$ cat config.mk
export PLATFORM = sky130hd
export DESIGN_NAME = time_preset_loader
export DESIGN_NICKNAME = d
export VERILOG_FILES = /design/src/rtl/rtc_pkg.sv /design/src/rtl/sync_rise_detect.sv /design/src/rtl/time_preset_loader.sv
export SDC_FILE = /design/constraint.sdc
export NUM_CORES = 1
export LEC_CHECK = 0
export CORE_MARGIN = 3
export CORE_UTILIZATION = 43
export CTS_CLUSTER_DIAMETER = 60
export DETAILED_ROUTE_END_ITERATION = 7
export PLACE_DENSITY = 0.74
export SLEW_MARGIN = 5
export SYNTH_ARGS = -nofsm -noshare
export SYNTH_HDL_FRONTEND = slang
export SYNTH_SLANG_ARGS = --single-unit
$ cat constraint.sdc
create_clock -name clock -period 1.3 [get_ports clock]
set_input_delay 0.13 -clock clock [delete_from_list [all_inputs] [get_ports clock]]
set_output_delay 0.13 -clock clock [all_outputs]
set_load 0.01 [all_outputs]
$ cat src/rtl/rtc_pkg.sv
// Shared constants and state type for the real-time clock preset path.
package rtc_pkg;

  localparam int unsigned BCD_W = 4;

  localparam logic [BCD_W-1:0] UNITS_MAX          = 4'd9;
  localparam logic [BCD_W-1:0] SEC_TENS_MAX       = 4'd5;
  localparam logic [BCD_W-1:0] MIN_TENS_MAX       = 4'd5;
  localparam logic [BCD_W-1:0] HR_TENS_MAX        = 4'd2;
  localparam logic [BCD_W-1:0] HR_UNITS_MAX_AT_20 = 4'd3;

  typedef enum logic [2:0] {
    ST_IDLE,
    ST_CAPTURE,
    ST_CHECK,
    ST_OFFER,
    ST_ERROR
  } loader_state_t;

endpackage

$ cat src/rtl/sync_rise_detect.sv
// Synchroniser for a raw button plus a registered one-cycle rising-edge pulse.
module sync_rise_detect #(
  parameter int unsigned SYNC_STAGES = 2
) (
  input  logic clock,
  input  logic reset,
  input  logic async_in,
  output logic rise
);

  logic [SYNC_STAGES-1:0] sync_q;
  logic [SYNC_STAGES-1:0] fill_q;
  logic                   level;
  logic                   level_d1;
  logic                   armed_q;

  assign level = sync_q[SYNC_STAGES-1];

  // Arming waits until the chain holds real samples and shows a low level, so a
  // button held through reset cannot fake an edge when the chain refills.
  always_ff @(posedge clock) begin
    if (reset) begin
      sync_q   <= '0;
      fill_q   <= '0;
      level_d1 <= 1'b0;
      armed_q  <= 1'b0;
      rise     <= 1'b0;
    end else begin
      sync_q   <= {sync_q[SYNC_STAGES-2:0], async_in};
      fill_q   <= {fill_q[SYNC_STAGES-2:0], 1'b1};
      level_d1 <= level;
      if (fill_q[SYNC_STAGES-1] && !level)
        armed_q <= 1'b1;
      rise     <= armed_q & level & ~level_d1;
    end
  end

endmodule

$ cat src/rtl/time_preset_loader.sv
// Captures BCD switch digits on a button press, range-checks them and offers the
// accepted preset to the time counter over a valid/ready handshake.
module time_preset_loader
  import rtc_pkg::*;
#(
  parameter int unsigned NUM_DIGITS  = 4,
  parameter int unsigned SYNC_STAGES = 2
) (
  input  logic                          clock,
  input  logic                          reset,
  input  logic [BCD_W*NUM_DIGITS-1:0]   switches,
  input  logic                          load_request,
  input  logic                          load_ready,
  output logic [BCD_W*NUM_DIGITS-1:0]   digits,
  output logic                          load_valid,
  output logic                          error_flag,
  output logic                          busy
);

  localparam int unsigned W = BCD_W * NUM_DIGITS;

  if (!((NUM_DIGITS == 4 || NUM_DIGITS == 6) && SYNC_STAGES >= 2)) begin : g_param_check
    $error("time_preset_loader: NUM_DIGITS must be 4 or 6 and SYNC_STAGES >= 2");
  end

  loader_state_t  state_q, state_d;
  logic [W-1:0]   shadow_q, shadow_d;
  logic [W-1:0]   digits_q, digits_d;
  logic           error_q, error_d;
  logic           rise;

  sync_rise_detect #(
    .SYNC_STAGES (SYNC_STAGES)
  ) u_load_rise (
    .clock    (clock),
    .reset    (reset),
    .async_in (load_request),
    .rise     (rise)
  );

  // Nibble i = 0 is seconds units; hour tens of 2 caps hour units at 3.
  function automatic logic preset_ok(input logic [W-1:0] v);
    logic              ok;
    logic [BCD_W-1:0]  nib;
    logic [BCD_W-1:0]  lim;
    ok = 1'b1;
    for (int unsigned i = 0; i < NUM_DIGITS; i++) begin
      nib = v[i*BCD_W +: BCD_W];
      case (i)
        1:       lim = SEC_TENS_MAX;
        3:       lim = MIN_TENS_MAX;
        5:       lim = HR_TENS_MAX;
        default: lim = UNITS_MAX;
      endcase
      if (nib > lim)
        ok = 1'b0;
      if (i == 5 && nib == HR_TENS_MAX && v[(i-1)*BCD_W +: BCD_W] > HR_UNITS_MAX_AT_20)
        ok = 1'b0;
    end
    return ok;
  endfunction

  always_comb begin
    state_d  = state_q;
    shadow_d = shadow_q;
    digits_d = digits_q;
    error_d  = error_q;
    unique case (state_q)
      ST_IDLE:    if (rise) state_d = ST_CAPTURE;
      ST_CAPTURE: begin
        shadow_d = switches;
        state_d  = ST_CHECK;
      end
      ST_CHECK: begin
        if (preset_ok(shadow_q)) begin
          digits_d = shadow_q;
          state_d  = ST_OFFER;
        end else begin
          state_d  = ST_ERROR;
        end
      end
      ST_OFFER: begin
        if (load_ready) begin
          error_d = 1'b0;
          state_d = ST_IDLE;
        end
      end
      ST_ERROR: begin
        error_d = 1'b1;
        state_d = ST_IDLE;
      end
      default:    state_d = ST_IDLE;
    endcase
  end

  always_ff @(posedge clock) begin
    if (reset) begin
      state_q  <= ST_IDLE;
      shadow_q <= '0;
      digits_q <= '0;
      error_q  <= 1'b0;
    end else begin
      state_q  <= state_d;
      shadow_q <= shadow_d;
      digits_q <= digits_d;
      error_q  <= error_d;
    end
  end

  assign digits     = digits_q;
  assign error_flag = error_q;
  assign load_valid = (state_q == ST_OFFER);
  assign busy       = (state_q != ST_IDLE);

endmodule

* Yosys cells after proc, flatten, opt, wreduce, memory -nomap -nowiden
Cells that the tools add are included.
** Operators by class
- Add/subtract/negate cells :: 0
- Multiply operators :: 0
- Divide/modulo/power cells :: 0
- Order comparisons :: 4
- Equal/unequal tests :: 6
- Shifts and indexed selects :: 0
- Multiplexer cells :: 14
- Bitwise operators :: 3
- Reductions and logical operators :: 8
** Operators by type and width (number)
- 4-bit > comparator :: 4
- 3-bit one-hot mux with 4 select lines :: 1
- 3-bit 2-to-1 mux :: 3
- 4-bit 2-to-1 mux :: 2
- 1-bit 2-to-1 mux :: 7
- 3-bit by 2-bit == test with 1-bit output, second input constant :: 2
- 2-bit AND reduction :: 3
- 3-bit by 1-bit == test with 1-bit output, second input constant :: 1
- 3-bit == test, second input constant :: 1
- 3-bit logical NOT :: 1
- 3-bit nonzero test :: 1
- 1-bit bitwise AND :: 2
- 2-bit by 1-bit != test with 1-bit output, second input constant :: 1
- 2-bit != test, second input constant :: 1
- 1-bit one-hot mux with 2 select lines :: 1
- 2-bit nonzero test :: 1
- 1-bit logical AND :: 1
- 1-bit logical NOT :: 1
- 1-bit inverter :: 1
** Word-level totals
- Bits in registers :: 43
- Latch bits :: 0
- Bits in writable memories :: 0
- Memory bits (read-only) :: 0
- Input port bits :: 20
- Output and inout bits :: 19
- Memories kept :: 0

* Depth between registers and ports, before layout
Gate-level depths: netlist of run 1.
- Depth after elaboration :: 10
- Depth in mapped cells :: 6
- Depth with buffers taken out :: 4

* Modules after synthesis
Synthesis of run 1 repeated with hierarchy kept, for this count alone.
** Unflattened totals
- Cell total of the unflattened synthesis :: 177
- Area total of the unflattened synthesis :: 1702.9 um^2
** By module, submodules not included
- time_preset_loader :: times used 1, cells an instance 162, area an instance 1501.4 um^2
- sync_rise_detect :: times used 1, cells an instance 15, area an instance 201.4 um^2

* Worst setup path before layout of run 1
No wires, ideal clock.
- Kind :: reg-to-reg
- Start point :: register state_q[0]
- End point :: register shadow_q[1]
- Library setup time :: 0.132 ns
- Arrival :: 1.221 ns
- Path slack :: -0.053 ns
- Stages on the path, launching flop included :: 7
- Period minus slack after synthesis :: 1.353 ns
- Cells stage by stage :: dfxtp_1 -> inv_2 -> or3_1 -> buf_6 -> buf_6 -> nand2_1 -> a21oi_1
** On the way
- Longest elaborated chain between the ends :: 1
** Ends and longest elaborated chain
- start, declared :: line time_preset_loader.sv:26 : loader_state_t state_q, state_d;
- start signal, assigned :: line time_preset_loader.sv:103 : state_q <= state_d;
- 3-bit by 1-bit == test with 1-bit output :: line time_preset_loader.sv:68 : unique case (state_q)
- end signal, assigned :: line time_preset_loader.sv:104 : shadow_q <= shadow_d;
- end, declared :: line time_preset_loader.sv:27 : logic [W-1:0] shadow_q, shadow_d;
No other way between the ends.
A chain may end at the register's enable or synchronous reset.

* Worst setup path after layout of run 1
- Start point :: register shadow_q[14]
- End point :: register digits_q[12], in the netlist digits[12]
** On the way
- Longest elaborated chain between the ends :: 4
** Ends and longest elaborated chain
- 4-bit > comparator :: line time_preset_loader.sv:55 : if (nib > lim)
- 1-bit 2-to-1 mux :: line time_preset_loader.sv:55
- 1-bit 2-to-1 mux :: line time_preset_loader.sv:68
- 2-bit AND reduction (no source line)
- end signal, assigned :: line time_preset_loader.sv:105 : digits_q <= digits_d;
- end, declared :: line time_preset_loader.sv:28 : logic [W-1:0] digits_q, digits_d;
No other way between the ends. The select of a mux whose other input is x is not followed.

==> results of run 1 <==
[metal layers]
layer  global-route usage, %  up-vias  share of wire, %
li1                        -      717                 -
met1                   21.64      689                40
met2                   33.13       34                52
met3                   5.990        6               5.8
met4                   6.076        0               1.7
met5                       0        -                 0
[what timing repair did]
| item | 4_1_cts | 5_1_grt |
|---|---|---|
| buffers inserted | 0 | 4 |
| resized for setup | 35 | 50 |
| cloned | 1 | 0 |
| setup endpoints to repair | 42 | 43 |
| pin swaps | 3 | 24 |
[registers in the layout (all words and copies together) (netlist names)]
register	cells
digits	16
error_flag	1
shadow_q	16
state_q	3
u_load_rise.armed_q	1
u_load_rise.fill_q	2
u_load_rise.level_d1	1
u_load_rise.rise	1
u_load_rise.sync_q	2
[stage by stage]
stage,setup TNS (ps),setup WS [ps]
after CTS,-1220,-87.67
after floorplan,0,8.142
after detailed placement,-1863,-118.2
after global placement,-1012,-90.02
final,-2518,-111.3
after global routing,-4653,-240.5
[cells in the mapped netlist (2+ instances only)]
cell type | number | share of area, %
nand2_1 | 63 | 15
dfxtp_1 | 43 | 53
a21oi_1 | 18 | 5.6
mux2i_1 | 14 | 8.7
clkbuf_1 | 6 | 1.4
nor2b_1 | 5 | 1.9
buf_6 | 4 | 2.8
nor2_1 | 3 | 0.70
o21ai_0 | 3 | 0.93
a211oi_1 | 2 | 0.93
inv_1 | 2 | 0.46
nor3b_1 | 2 | 0.93
o21a_1 | 2 | 0.93
o31ai_1 | 2 | 0.93
[worst max path at each step]
stage	startpoint	end
2_1_floorplan	state_q[0]$_SDFFE_PP0P_	shadow_q[1]$_SDFFE_PP0P_
3_3_place_gp	state_q[0]$_SDFFE_PP0P_	busy
3_5_place_dp	state_q[0]$_SDFFE_PP0P_	busy
4_1_cts	shadow_q[14]$_SDFFE_PP0P_	digits[14]$_SDFFE_PP0P_
5_1_grt	shadow_q[14]$_SDFFE_PP0P_	digits[4]$_SDFFE_PP0P_
6_report	shadow_q[14]$_SDFFE_PP0P_	digits[12]$_SDFFE_PP0P_
[kinds of logic after synthesis]
family / Yosys count / share of synthesized area (%)
AND/OR/NAND/NOR: 83 / 23.24
flip-flops: 43 / 53.29
AO/OA/AOI/OAI: 27 / 9.294
buffers and inverters: 15 / 5.499
multiplexers: 14 / 8.675
[power by group]
part           internal [mW]  switching, mW
Combinational          0.358          0.313
Clock                  0.417          0.430
Sequential              1.37         0.0465
Total                   2.15          0.790
[cell type report]
type	count	area [um2]
Timing Repair Buffer	65	661.9
Multi-Input combinational cell	124	843.3
Tap cell	46	57.56
Sequential cell	43	864.6
Inverter	3	16.27
Clock inverter	1	5.005
Clock buffer	6	82.58
Fill cell	240	937.1
[layout by cell type (no fill, tap or decap), types with 3 or more instances in the layout]
| cell type | synthesis | layout |
|---|---|---|
| nand2_1 | 63 | 49 |
| dlymetal6s2s_1 | 0 | 7 |
| buf_6 | 4 | 5 |
| nor2b_1 | 5 | 5 |
| buf_12 | 0 | 5 |
| dlygate4sd2_1 | 0 | 10 |
| clkdlybuf4s50_1 | 0 | 19 |
| dfxtp_1 | 43 | 40 |
| buf_4 | 0 | 18 |
| clkbuf_8 | 0 | 6 |
| a21oi_1 | 18 | 4 |
| nor2_1 | 3 | 3 |
| mux2i_1 | 14 | 14 |
| nand2_4 | 0 | 14 |
| a21oi_2 | 0 | 14 |
| dfxtp_2 | 0 | 3 |
[worst max-delay path, stage by stage, from the launching register on]
cell and delay, ps:
dfxtp_2 340, a211oi_2 210, nand4_1 190, nor3_4 220
buf_12 190, mux2i_1 200
==> run metrics, run 1 <==
outcome complete, but fails checks; failing checks negative setup slack; worst setup path category reg2reg; R2R cell count 5; worst reg-to-reg setup slack -110 ps; CTS Root Cell clkbuf_8; Tot Pwr 2.940 mW; syn_nets 202; worst hold slack 388.0 ps; fin area 0.002531 mm2; CTS tree built; Worst Min Path Start load_request; Post-synth EDFFs 0; RSZ-0062 raised after global routing yes; CTS H-tree depth 2; vias in the first global route between 1000 and 1500; Endpoint, Worst Hold u_load_rise.sync_q[0]$_SDFF_PP0_; Clock Skew 3.708 ps; GP Congestion 0.8363; Slew HR 79.64%; global-route wire length before repair roughly 6200 um; Main synth FF type dfxtp_1; die height roughly 67 um; Max Freq between 700 and 800 MHz; Worst EP arrival 1630 ps; Total GRT Usage 18.87%; pwr dens 1161 mW/mm2; Worst-path clk slew 80 ps; TritonCTS Buffers 5; count of unique library cells instantiated by Yosys 27; Final Non-Filler Cells 288; hold path depth 2; IO Count 39; Core Rows 21; placed cell area 0.002192 mm2; DP HPWL 2702 um; FFs w/ async S/R, synth 0%; fin nets 262; crit end category flip-flop; crit share post-route 108.6%; GR Overflow Total 0; CP max FO 13; antenna-violating nets left 0; sequential area share after synthesis 53.29%; first-pass iteration count of the detailed router 4; RR Endpoint digits[12]$_SDFFE_PP0P_; share of cells above drive strength 1 30.58%; Final WS setup -111.3 ps; residual DRC count 0; port bufs 38; largest net degree at the start of global routing 25; Routed WL between 4000 and 5000 um; 1st-iter DRT viols 93; Reg-to-Reg Start shadow_q[14]$_SDFFE_PP0P_; Ys Warns 0; Yosys reg bits 43; initial antenna violation count 0; Max Transition Viols Final 0; Final Util 72.98%; DR WL/cell roughly 15 um; Die ar. about 0.0045 mm2; minimum clock period 1411 ps; Avg Cell Area, Syn between 8 and 9 um2; WP data required 1520 ps; Via density 5.021; Starting Density between 40% and 50%; post-placement cell count 276; Post-Synthesis Cells 182; critical path launch point type flip-flop; leakage 1.063 nW; final hold vios 0; synth-to-layout area growth 56.70%; clk sinks 43; min-delay worst type in2reg; Die X 67.29 um; core area 0.003468 mm2; Synth Cell Area about 0.0016 mm2; maximum clock path buffer count 2; latest clock arrival within the worst-skew pair roughly 290 ps; Max Cap Violations 0; Tightest Pin Transition 302.8 ps; antenna fix cells 0; peak supply drop 829.5 uV; vias ~1400; final setup fails 34; CTS Hold Bufs 0
Power figures use the tool's default switching activity.
==> run 2: changes to the inputs <==
--- a/config.mk
+++ b/config.mk
@@ -5,11 +5,12 @@
 export SDC_FILE = /design/constraint.sdc
 export NUM_CORES = 1
 export LEC_CHECK = 0
+export CAP_MARGIN = 20
 export CORE_MARGIN = 3
-export CORE_UTILIZATION = 43
+export CORE_UTILIZATION = 40
 export CTS_CLUSTER_DIAMETER = 60
 export DETAILED_ROUTE_END_ITERATION = 7
-export PLACE_DENSITY = 0.74
+export PLACE_DENSITY = 0.69
 export SLEW_MARGIN = 5
 export SYNTH_ARGS = -nofsm -noshare
 export SYNTH_HDL_FRONTEND = slang
==> run 2 against run 1 <==
The run still ends with negative setup slack left. Routed wire length fell by 8.2%. Non-clock buffer count up 2. Utilization shrank 4.9 points. Critical endpoint is now digits[2]$_SDFFE_PP0P_. Highest routed layer unchanged. Clock-buffer cell count grew 1. Clock skew about the same. Sequential power about the same. Worst setup slack worse by 45 ps. Global-route usage decreased by 4.7 points. Clock power rose by 2.7%. Die area grew 6.8%. Sequential cell count unchanged. Critical path depth rose by 2.
==> run metrics, run 2 (synthesis results as in run 1) <==
outcome complete, but fails checks (unchanged); failing checks negative setup slack (unchanged); synth-to-layout area growth 58.87% (was 56.70%); post-placement cell count 278 (was 276); Worst Setup EP digits[2]$_SDFFE_PP0P_ (was digits[12]$_SDFFE_PP0P_); global-route wire length before repair 5388 um (was 6223 um); register area 864.6 um2 (unchanged); Die ar. 0.004837 mm2 (was 0.004528 mm2); die height 69.55 um (was 67.29 um); clk sinks 43 (unchanged); crit share post-route 112.0% (was 108.6%); 1st-iter DRT viols 58 (was 93); first-pass iteration count of the detailed router 4 (unchanged); leakage 1.183 nW (was 1.063 nW); GR Overflow Total 0 (unchanged); CTS tree built (unchanged); DR WL/cell 13.15 um (was 14.58 um); CTS Root Cell clkbuf_8 (unchanged); WP data required 1500 ps (was 1520 ps); leading cell type in the layout, fill and taps excluded nand2_1 (unchanged); Final Non-Filler Cells 293 (was 288); Max Transition Viols Final 0 (unchanged); final setup fails 31 (was 34); worst setup path category reg2reg (unchanged); largest net degree at the start of global routing 22 (was 25); min-delay worst type in2reg (unchanged); Crit path max-delay family buffers and inverters (was simple AND/OR/NAND/NOR gates); Routed WL 3854 um (was 4200 um); R2R cell count 7 (was 5); Multi-input gate area 857.1 um2 (was 843.3 um2); Max Cap Violations 0 (unchanged); Slew HR 80.55% (was 79.64%); TritonCTS Buffers 5 (unchanged); Core Rows 22 (was 21); # fillers 307 (was 240); CTS H-tree depth 2 (unchanged); Max stage delay on crit path 340 ps (about the same); CP max FO 7 (was 13); RR Endpoint digits[2]$_SDFFE_PP0P_ (was digits[12]$_SDFFE_PP0P_); vias 1449 (was 1446); Crit-path slowest cell dfxtp_2 (unchanged); crit end category flip-flop (unchanged); CTS Hold Bufs 0 (unchanged); Via density 4.945 (was 5.021); antenna-violating nets left 0 (unchanged); Bufs and invs on worst path 4 (was 1); share of cells above drive strength 1 32.65% (was 30.58%); Starting Density 42.83% (was 46.57%); pwr dens 1149 mW/mm2 (was 1161 mW/mm2); latest clock arrival within the worst-skew pair 290 ps (about the same); Tot Pwr 2.949 mW (was 2.940 mW); final hold vios 0 (unchanged); core area 0.003771 mm2 (was 0.003468 mm2); GP Congestion 0.7263 (was 0.8363); critical path launch point type flip-flop (unchanged); Critical Path Most Common Cell buf_4; Die X 69.55 um (was 67.29 um); CP startpoint state_q[1]$_SDFFE_PP0P_ (was shadow_q[14]$_SDFFE_PP0P_); fin nets 264 (was 262); Max Freq 686.7 MHz (was 708.5 MHz); Worst-path clk slew 80 ps (about the same); minimum clock period 1456 ps (was 1411 ps); Tightest Pin Transition 291.7 ps (was 302.8 ps); maximum clock path buffer count 2 (unchanged); worst reg-to-reg setup slack -160 ps (was -110 ps); DP HPWL 2451 um (was 2702 um); Final WS setup -156.2 ps (was -111.3 ps); peak supply drop 615.1 uV (was 829.5 uV); Clock Skew 4.176 ps (was 3.708 ps); Worst EP arrival 1660 ps (was 1630 ps); initial antenna violation count 0 (unchanged); antenna fix cells 0 (unchanged); vias in the first global route 1173 (was 1386); Crit path depth 7 (was 5); Total GRT Usage 14.21% (was 18.87%); commonest cells after routing, fill and taps aside nand2_1 (48), dfxtp_1 (40), buf_4 (19), clkdlybuf4s50_1 (19), a21oi_2 (15) (was nand2_1 (49), dfxtp_1 (40), clkdlybuf4s50_1 (19)); IO Count 39 (unchanged); Place WS -97.88 ps (was -118.2 ps); critical-path cell list buf_4 > nand2b_1 > buf_4 > nor3_4 > buf_6 > buf_12 > mux2i_1 (was a211oi_2 > nand4_1 > nor3_4 > buf_12 > mux2i_1); port bufs 38 (unchanged); residual DRC count 0 (unchanged); Reg-to-Reg Start state_q[1]$_SDFFE_PP0P_ (was shadow_q[14]$_SDFFE_PP0P_); RSZ-0062 raised after global routing yes (unchanged)
-- run 2: cell types whose count changed in the layout (fill, tap and decap cells not counted), sizes merged --
cell	before	now
clkbuf	6	8
buf	29	30
dlygate4sd2	10	9
dlymetal6s2s	7	8
-- run 2: area by class of cell --
class                   count  share of cell area [%]
repair buffers             67                   26.33
clock buffers               7                   3.364
well taps                  48                   2.340
flip-flops and latches     43                   33.69
clock inverters             1                  0.3413
inverters                   3                  0.5363
multi-input cells         124                   33.40
-- run 2: repair_timing --
action | 4_1_cts | 5_1_grt
pin swaps | 0 | 30
setup buffers | 2 | 3
resized for setup | 21 | 68
setup endpoints to repair | 44 | 44
gates cloned | 1 | 2
-- run 2: metal layers --
layer  up-vias  part of all wire (%)  wire length [um]  global-route usage [%]
li1        723                     -                 -                       -
met1       674                    43              1653                   17.76
met2        47                    49              1881                   22.46
met3         5                   6.6               255                   4.638
met4         0                   1.6                63                   5.857
met5         -                     0                 0                       0
-- run 2: worst min-delay path, cell delays in order --
cell,delay (ps)
clkdlybuf4s50_1,390
nand2_1,60
a21oi_1,50
-- run 2: worst min-delay path by stage --
stage                                       start                                to  cells past startpoint
floorplan                            load_request  u_load_rise.sync_q[0]$_SDFF_PP0_                      1
global placement    u_load_rise.fill_q[0]$_DFF_P_  u_load_rise.fill_q[1]$_SDFF_PP0_                      1
detailed placement  u_load_rise.fill_q[0]$_DFF_P_  u_load_rise.fill_q[1]$_SDFF_PP0_                      1
CTS                                   switches[8]          shadow_q[8]$_SDFFE_PP0P_                      3
global route                         load_request  u_load_rise.sync_q[0]$_SDFF_PP0_                      2
finish                                switches[9]          shadow_q[9]$_SDFFE_PP0P_                      3
-- run 2: power by group --
part	total [mW]	internal [mW]	switching [mW]	leakage [nW]
combinational	0.674	0.356	0.318	0.785
sequential	1.41	1.37	0.0313	0.350
clock	0.870	0.435	0.434	0.0484
total	2.95	2.17	0.783	1.18
-- run 2: metrics by stage --
step / hold slack [ps] / TNS, ps / area [um2] / utilization [%]
6_report: 384.3 / -1612 / 2566 / 68.05
5_1_grt: 384.9 / -4087 / 2566 / 68.05
4_1_cts: 372.9 / -1070 / 2317 / 61.45
3_5_place_dp: 432.0 / -1121 / 2182 / 57.86
3_3_place_gp: 422.3 / -476.5 / 2182 / 57.86
2_1_floorplan: 258.2 / 0 / 1627 / -
